$ cat src/rtl/des_ks_pkg.sv
// Shared DES key-schedule tables, rotation helpers and FSM state type.
// Used by the sequential key schedule and by the PC-2 wiring block.
package des_ks_pkg;

    typedef enum logic {
        KS_IDLE = 1'b0,
        KS_GEN  = 1'b1
    } ks_state_e;

    // Entry i holds the left-shift amount for DES round i+1.
    localparam logic [1:0] SHIFT_TAB [16] = '{
        2'd1, 2'd1, 2'd2, 2'd2, 2'd2, 2'd2, 2'd2, 2'd2,
        2'd1, 2'd2, 2'd2, 2'd2, 2'd2, 2'd2, 2'd2, 2'd1
    };

    localparam int PC1_TAB [56] = '{
        57, 49, 41, 33, 25, 17,  9,  1, 58, 50, 42, 34, 26, 18,
        10,  2, 59, 51, 43, 35, 27, 19, 11,  3, 60, 52, 44, 36,
        63, 55, 47, 39, 31, 23, 15,  7, 62, 54, 46, 38, 30, 22,
        14,  6, 61, 53, 45, 37, 29, 21, 13,  5, 28, 20, 12,  4
    };

    localparam int PC2_TAB [48] = '{
        14, 17, 11, 24,  1,  5,  3, 28, 15,  6, 21, 10,
        23, 19, 12,  4, 26,  8, 16,  7, 27, 20, 13,  2,
        41, 52, 31, 37, 47, 55, 30, 40, 51, 45, 33, 48,
        44, 49, 39, 56, 34, 53, 46, 42, 50, 36, 29, 32
    };

    // DES numbers bits from 1 at the MSB, so table entry t selects vector bit (width - t).
    function automatic logic [55:0] pc1(input logic [63:0] key);
        logic [55:0] r;
        logic [5:0]  src;
        r = '0;
        for (int i = 0; i < 56; i++) begin
            src = 6'(64 - PC1_TAB[i]);
            r[6'(55 - i)] = key[src];
        end
        return r;
    endfunction

    function automatic logic [47:0] pc2(input logic [55:0] cd);
        logic [47:0] r;
        logic [5:0]  src;
        r = '0;
        for (int i = 0; i < 48; i++) begin
            src = 6'(56 - PC2_TAB[i]);
            r[6'(47 - i)] = cd[src];
        end
        return r;
    endfunction

    function automatic logic [27:0] rotl28(input logic [27:0] x, input logic [1:0] n);
        return (n == 2'd1) ? {x[26:0], x[27]} : {x[25:0], x[27:26]};
    endfunction

    function automatic logic [27:0] rotr28(input logic [27:0] x, input logic [1:0] n);
        return (n == 2'd1) ? {x[0], x[27:1]} : {x[1:0], x[27:2]};
    endfunction

    function automatic logic [55:0] rotl_cd(input logic [55:0] cd, input logic [1:0] n);
        return {rotl28(cd[55:28], n), rotl28(cd[27:0], n)};
    endfunction

    function automatic logic [55:0] rotr_cd(input logic [55:0] cd, input logic [1:0] n);
        return {rotr28(cd[55:28], n), rotr28(cd[27:0], n)};
    endfunction

endpackage

$ cat src/rtl/des_ks_pc2.sv
// Combinational PC-2 selection (56-bit C||D to 48-bit round key).
// Pure wiring, shared with the iterative round datapath.
module des_ks_pc2
    import des_ks_pkg::*;
(
    input  logic [55:0] cd,
    output logic [47:0] rk
);

    assign rk = pc2(cd);

endmodule

$ cat src/rtl/des_key_schedule_seq.sv
// Sequential DES key schedule: one key in, 16 round keys out in forward or reverse order.
// Optional odd-parity key check is enabled by defining DES_KS_PARITY_CHK_EN (KEY_W == 64 only).
module des_key_schedule_seq
    import des_ks_pkg::*;
#(
    parameter int KEY_W = 64
) (
    input  logic             clk,
    input  logic             rst_n,
    input  logic             key_valid,
    output logic             key_ready,
    input  logic [KEY_W-1:0] key_in,
    input  logic             decrypt,
    output logic             rk_valid,
    input  logic             rk_ready,
    output logic [47:0]      rk_data,
    output logic [3:0]       rk_round,
    output logic             rk_last,
    output logic             busy,
    output logic             key_par_err
);

    ks_state_e   state;
    logic [55:0] cd;
    logic [3:0]  cnt;
    logic        mode;
    logic [63:0] key64;
    logic [55:0] cd_load;
    logic        key_par_ok;

    // A parity-stripped key gets zero parity slots so PC-1 sees standard numbering.
    generate
        if (KEY_W == 64) begin : g_key64
            assign key64 = key_in;
        end else if (KEY_W == 56) begin : g_key56
            for (genvar j = 0; j < 8; j++) begin : g_byte
                assign key64[63-8*j -: 7] = key_in[55-7*j -: 7];
                assign key64[56-8*j]      = 1'b0;
            end
        end else begin : g_bad_width
            $error("des_key_schedule_seq: KEY_W must be 64 or 56");
        end
    endgenerate

    assign cd_load = pc1(key64);

`ifdef DES_KS_PARITY_CHK_EN
    always_comb begin
        key_par_ok = 1'b1;
        if (KEY_W == 64) begin
            for (int b = 0; b < 8; b++) begin
                if (!(^key64[8*b +: 8])) key_par_ok = 1'b0;
            end
        end
    end
`else
    assign key_par_ok = 1'b1;
    assign key_par_err = 1'b0;
`endif

    // CD16 equals CD0, so decrypt starts from PC1 directly and walks backwards by right rotation.
    always_ff @(posedge clk or negedge rst_n) begin
        if (!rst_n) begin
            state     <= KS_IDLE;
            cd        <= '0;
            cnt       <= '0;
            mode      <= 1'b0;
            key_ready <= 1'b1;
            rk_valid  <= 1'b0;
            rk_last   <= 1'b0;
`ifdef DES_KS_PARITY_CHK_EN
            key_par_err <= 1'b0;
`endif
        end else begin
`ifdef DES_KS_PARITY_CHK_EN
            key_par_err <= 1'b0;
`endif
            case (state)
                KS_IDLE: begin
                    if (key_valid && key_par_ok) begin
                        cd        <= decrypt ? cd_load : rotl_cd(cd_load, 2'd1);
                        cnt       <= '0;
                        mode      <= decrypt;
                        state     <= KS_GEN;
                        key_ready <= 1'b0;
                        rk_valid  <= 1'b1;
                        rk_last   <= 1'b0;
                    end
`ifdef DES_KS_PARITY_CHK_EN
                    else if (key_valid) begin
                        key_par_err <= 1'b1;
                    end
`endif
                end
                KS_GEN: begin
                    if (rk_ready) begin
                        if (cnt == 4'd15) begin
                            state     <= KS_IDLE;
                            cnt       <= '0;
                            key_ready <= 1'b1;
                            rk_valid  <= 1'b0;
                            rk_last   <= 1'b0;
                        end else begin
                            cd      <= mode ? rotr_cd(cd, SHIFT_TAB[4'd15 - cnt])
                                            : rotl_cd(cd, SHIFT_TAB[cnt + 4'd1]);
                            cnt     <= cnt + 4'd1;
                            rk_last <= (cnt == 4'd14);
                        end
                    end
                end
                default: state <= KS_IDLE;
            endcase
        end
    end

    assign rk_round = cnt;
    assign busy     = (state != KS_IDLE);

    des_ks_pc2 u_pc2 (
        .cd (cd),
        .rk (rk_data)
    );

endmodule

$ cat config.mk
export PLATFORM = sky130hd
export DESIGN_NAME = des_key_schedule_seq
export DESIGN_NICKNAME = d
export VERILOG_FILES = /design/src/rtl/des_ks_pkg.sv /design/src/rtl/des_ks_pc2.sv /design/src/rtl/des_key_schedule_seq.sv
export SDC_FILE = /design/constraint.sdc
export NUM_CORES = 1
export LEC_CHECK = 0
export CORE_AREA = 2 2 114 105
export CTS_CLUSTER_DIAMETER = 30
export DETAILED_ROUTE_END_ITERATION = 10
export DIE_AREA = 0 0 116 107
export HOLD_SLACK_MARGIN = 0.03
export PLACE_DENSITY = 0.87
export SLEW_MARGIN = 20
export SYNTH_ARGS = -nofsm -noshare
export SYNTH_HDL_FRONTEND = slang
export SYNTH_HIERARCHICAL = 1
export SYNTH_SLANG_ARGS = --single-unit
$ cat constraint.sdc
create_clock -name clk -period 4.91 [get_ports clk]
set_input_delay 0.7365 -clock clk [delete_from_list [all_inputs] [get_ports clk]]
set_output_delay 0.7365 -clock clk [all_outputs]
set_load 0.05 [all_outputs]
After elaboration in Yosys (flattened, before gate mapping)

Memory sizes are Yosys's and may differ from the RTL's.
Cells that the tools add are included.

Register bits: 65
ROM bits: 64
Output and inout bits: 57
Logic and storage cells: 61
Memories kept: 2

Memory list:

| memory           | depth | width | read ports | clocked after Yosys merged registers in | write ports | line                        | source |
|---|---|---|---|---|---|---|---|
| (name not given) | 16    | 2     | 1          | 0                                       | 0           | des_key_schedule_seq.sv:105 | `: rotl_cd(cd, SHIFT_TAB[cnt + 4'd1]);` |
| (name not given) | 16    | 2     | 1          | 0                                       | 0           | des_key_schedule_seq.sv:104 | `cd <= mode ? rotr_cd(cd, SHIFT_TAB[4'd15 - cnt])` |

Add/sub/neg operators: 2
Magnitude comparators: 2
Eq/ne operators: 8
Multiplexer cells: 33
Bitwise operators: 3
Reduce and logical (&&, ||, !) cells: 4

Operator list:

| kind                                                   | count |
|---|---|
| 2-to-1 mux 56 bit                                      | 4 |
| 2-to-1 mux 28 bit                                      | 4 |
| case mux 56 bit (2 select lines)                       | 1 |
| 2-to-1 mux 33 bit                                      | 1 |
| 2-to-1 mux 4 bit                                       | 3 |
| 2-to-1 mux 1 bit                                       | 11 |
| >= comparator 5 bit (second input constant)            | 2 |
| inverter 4 -> 5 bit                                    | 2 |
| == test 4 bit (second input constant)                  | 2 |
| 2-to-1 mux 2 bit                                       | 4 |
| case mux 1 bit (2 select lines)                        | 4 |
| case mux 4 bit (2 select lines)                        | 1 |
| inequality test 2 bit (second input constant)          | 3 |
| AND reduction 3 bit                                    | 2 |
| adder 4 x 1 -> 4 bit (second input constant)           | 1 |
| == test 2 x 1 -> 1 bit (second input constant)         | 2 |
| AND reduction 2 bit                                    | 2 |
| subtractor 4 bit (first input constant)                | 1 |
| inequality test 2 x 1 -> 1 bit (second input constant) | 1 |
| inverter 1 bit                                         | 1 |

Depth between registers and ports, before layout

Depth in word-level cells: 11
Depth in mapped cells: 9
Gate-level depth less buffers: 7

Hierarchy

Netlist, hierarchy kept.

Modules (own cells, without submodules):

| module               | times used | cells each | area an instance (sq um) | sequential area each (sq um) |
|---|---|---|---|---|
| des_key_schedule_seq | 1          | 548        | 4867.2                   | 1627.8 |
| des_ks_pc2           | 1          | 49         | 364.1                    | 0.0 |

Worst setup path after synthesis

Ideal clock, no wire load.

Path type: reg2reg
Start: reg cnt[0] (netlist: rk_round[0])
End: reg cd[0]
Setup time: 0.129 ns
Arrival: 2.527 ns
Slack: 2.255 ns
Stages on the path, launching flop included: 10
Clock period less this slack: 2.655 ns
Cells stage by stage: dfrtp_1 -> inv_1 -> ha_1 -> nor4bb_1 -> a311oi_2 -> buf_6 -> buf_6 -> mux2_2 -> a221oi_1 -> a21oi_1

Cells in the longest elaborated chain, start to end: 11
Elaborated cells on any way between the ends: 21
Classes of those cells: 2 x add/sub; 4 x eq/ne; 10 x mux; 2 x bitwise; 1 x reduce/logical; 2 x memory

Ends and longest elaborated chain:

| what                                                            | line                                                     | source |
|---|---|---|
| start, declared                                                 | des_key_schedule_seq.sv:25                               | `logic [3:0] cnt;` |
| start signal, assigned                                          | des_key_schedule_seq.sv:106                              | `cnt <= cnt + 4'd1;` |
| adder 4 x 1 -> 4 bit / subtractor 4 bit (equally long branches) | des_key_schedule_seq.sv:105, des_key_schedule_seq.sv:104 |  |
| inverter 4 -> 5 bit (on tied branches)                          | des_key_schedule_seq.sv:105, des_key_schedule_seq.sv:104 |  |
| memory read (16 x 2 bit) (on tied branches)                     | -                                                        |  |
| 2-to-1 mux 2 bit (on tied branches) (2 in series)               | des_key_schedule_seq.sv:105, des_key_schedule_seq.sv:104 |  |
| == test 2 x 1 -> 1 bit (on tied branches)                       | des_ks_pkg.sv:54, des_ks_pkg.sv:58                       |  |
| 2-to-1 mux 28 bit (on tied branches)                            | des_ks_pkg.sv:54, des_ks_pkg.sv:58                       |  |
| 2-to-1 mux 56 bit                                               | des_key_schedule_seq.sv:104                              |  |
| 2-to-1 mux 56 bit                                               | des_key_schedule_seq.sv:97                               | `if (cnt == 4'd15) begin` |
| 2-to-1 mux 56 bit                                               | des_key_schedule_seq.sv:96                               | `if (rk_ready) begin` |
| case mux 56 bit (2 select lines)                                | des_key_schedule_seq.sv:78                               | `case (state)` |
| end signal, assigned                                            | des_key_schedule_seq.sv:81                               | `cd <= decrypt ? cd_load : rotl_cd(cd_load, 2'd1);` |
| end signal, assigned                                            | des_key_schedule_seq.sv:104                              |  |
| end, declared                                                   | des_key_schedule_seq.sv:24                               | `logic [55:0] cd;` |

Several ways; a longest one is shown, not always the timed one. The select of a mux whose other input is x is not followed.
A chain may end at the register's enable or synchronous reset.

Worst setup path in the final report

Start: reg state (netlist: busy)
End: out busy

RTL lines:

| what                   | line                       | source |
|---|---|---|
| start, declared        | des_key_schedule_seq.sv:23 | `ks_state_e state;` |
| start signal, assigned | des_key_schedule_seq.sv:64 | `state <= KS_IDLE;` |
| start signal, assigned | des_key_schedule_seq.sv:84 | `state <= KS_GEN;` |
| start signal, assigned | des_key_schedule_seq.sv:98 | `state <= KS_IDLE;` |
| end, declared          | des_key_schedule_seq.sv:19 | `output logic busy,` |

No word-level cell between the ends.

==> run metrics <==
cell count along the critical path=1; Max Fanout on Critical Path=41; Clk Latency, worst-skew pair=0.33 ns; cell-by-cell listing of the critical path=clkdlybuf4s50_1; mean area per synthesized cell=8.76 sq um; sequential fraction of the synthesis area=31.1%; number of port buffers=76; Slew @ Worst Pin=1.10 ns; cts repair resizes=0; fraction of final layout cells sized beyond drive strength 1=11.1%; # clock sinks=65; vias in the first global route=4487; maximum operating frequency=0.321 GHz; Arr. time, crit path=2.38 ns; total count of hold-check failures in the final report=0; drt wl/cell=17.8 um; number of buffer and inverter stages on the critical path=1; count of antenna-violating nets left after detailed routing=0; detailed-route via count=4775; Top delay family on crit path=flip-flops; via density per instance=6.27; Nets=676; die extent in x=116 um; R2R Path End=cd[25]; asr flop ratio synth=100%; min Tclk post-route=3.11 ns; final number of setup-violating endpoints=0; # Max-Cap Violations=0; largest net degree at the start of global routing=101; Gate Count Post-Synth=597; number of enable flip-flop cells after synthesis=0; initial DRC count=540; H-tree lvl count=3; area of the die=12400 sq um; Longest Clk Path Bufs=2; antenna cells=0; Ys Warns=6; reg-to-reg startpoint=rk_round[1]; number of buffers inserted during clock tree synthesis=9; post-synthesis cell type with the largest combined area=dfrtp_1; required arrival time at the worst endpoint=4.17 ns; number of detailed-routing iterations run before antenna repair=7; clock tree root buffer cell=clkbuf_16; kind of start point of the critical path=register; cell count of the worst reg-to-reg path=7; final HPWL from detailed placement=8290 um; slew margin rel.=26.4%; CTS Hold Bufs=0; synthesized area=5230 sq um; num rows=37; area fraction of the dominant cell type after synthesis=30.6%; leading cell types by total area after synthesis=dfrtp_1 (31%), mux2i_1 (11%), mux2_2 (7.3%); Filler cells=996; I/O pin count=126; drc violations=0; Final Max Tran Viols=0; leading post-synthesis cells by instance count=dfrtp_1 (64), mux2i_1 (56), buf_4 (50), o21ai_0 (40), nand3_1 (39); placeable core area=11200 sq um; VDD IR max=0.385 mV; vertical extent of the die=107 um; number of different library cells in the post-synthesis netlist=38; wire length of the first global-routing pass=22500 um; GPL Wtd Cong=0.792; post-synthesis to final-layout area growth=14.7%; cell with the most instances after synthesis=dfrtp_1; type of the most critical hold path=in2async; sum of negative setup slack=0 ns; power density cells=763 nW/um^2; unrepaired setup endpoints after global routing=false; Total GRT Usage=22.3%; initial standard-cell utilization of the core=46.7%; ys flop type=dfrtp_1; clock slew seen by the registers of the worst setup and hold paths=0.06 ns; worst-case hold slack=0.492 ns; total leakage power=0.00243 uW; Critical Path End Type=output port; type of the worst setup path=reg2out; Total Routed Length=13600 um; status=finished clean; #FFs+latches synth=65; TritonCTS clock tree=built; delay contributed by the slowest stage of the critical path=1.07 ns; postcts setup bufs=0; GRT Residual Overflow=0; crit path max-delay cell type=dfrtp_1; worst setup slack for register-to-register paths=1.81 ns; Clock Skews=0.00481 ns; initial antenna violation count=0; period utilisation layout=63.4%
[stage by stage]
stage,setup WS [ns],util [%],instance area (sq um),instances,power [uW]
finish,1.80,53.5,6000,762,4580
CTS,1.81,53.5,5990,762,4540
detailed placement,1.90,50.7,5680,746,3840
global placement,2.04,50.7,5680,746,3720
floorplan,2.25,-,5290,612,3340
global route,1.64,53.5,6000,762,4860
[state kept, by name, indices dropped and copies added, names as in the netlist]
signal,flops
busy,1
cd,56
key_ready,1
mode,1
rk_last,1
rk_round,4
rk_valid,1
[layout make-up]
class / count / area (sq um) / area share (%)
Multi-Input combinational cell: 435 / 3030 / 50.5
Tap cell: 156 / 195 / 3.25
Clock inverter: 6 / 82.6 / 1.38
Sequential cell: 65 / 1630 / 27.2
Timing Repair Buffer: 84 / 811 / 13.5
Clock buffer: 10 / 229 / 3.82
Inverter: 6 / 22.5 / 0.375
[power breakdown]
group          leakage, uW  switching [uW]  internal (uW)
clock network     0.000152             241            442
registers         0.000751             436            804
logic              0.00153            1640           1020
[cells by family after synthesis]
group	Yosys count	share of synthesized area (%)
AND/OR/NAND/NOR	160	15.9
other	2	0.144
adder cells (fa/ha/maj)	6	1.44
XOR/XNOR	1	0.167
AO/OA/AOI/OAI	161	20.5
buffers and inverters	112	12.7
multiplexers	90	18.0
flip-flops	65	31.1
[worst max path at each step]
stage | startpoint | to
after global routing | rk_round[1] | cd[13]
after detailed placement | rk_round[1] | cd[25]
final | busy | busy
after floorplan | rk_round[0] | cd[0]
after global placement | rk_round[1] | cd[20]
after CTS | busy | busy
[placed cells by master, fill, tap and decap left out, types with 9 or more instances in the layout]
master,n
a21oi_1,35
a221o_1,22
mux2i_1,55
nor2_1,28
clkbuf_16,9
nand2_1,30
nand3b_1,31
o21ai_0,40
a221oi_1,34
mux2_2,34
clkdlybuf4s50_1,74
nor3_1,23
conb_1,17
o21ai_1,22
dfrtp_1,63
nand3_1,39
[layer usage]
metal  up-vias  track usage (%)  wire, um
met5         -                0         0
met4         0             7.74       314
met3        34             4.41       988
met2       252             35.0      6560
met1      2316             30.6      5730
li1       2173                -         -
Power figures use the tool's default switching activity.
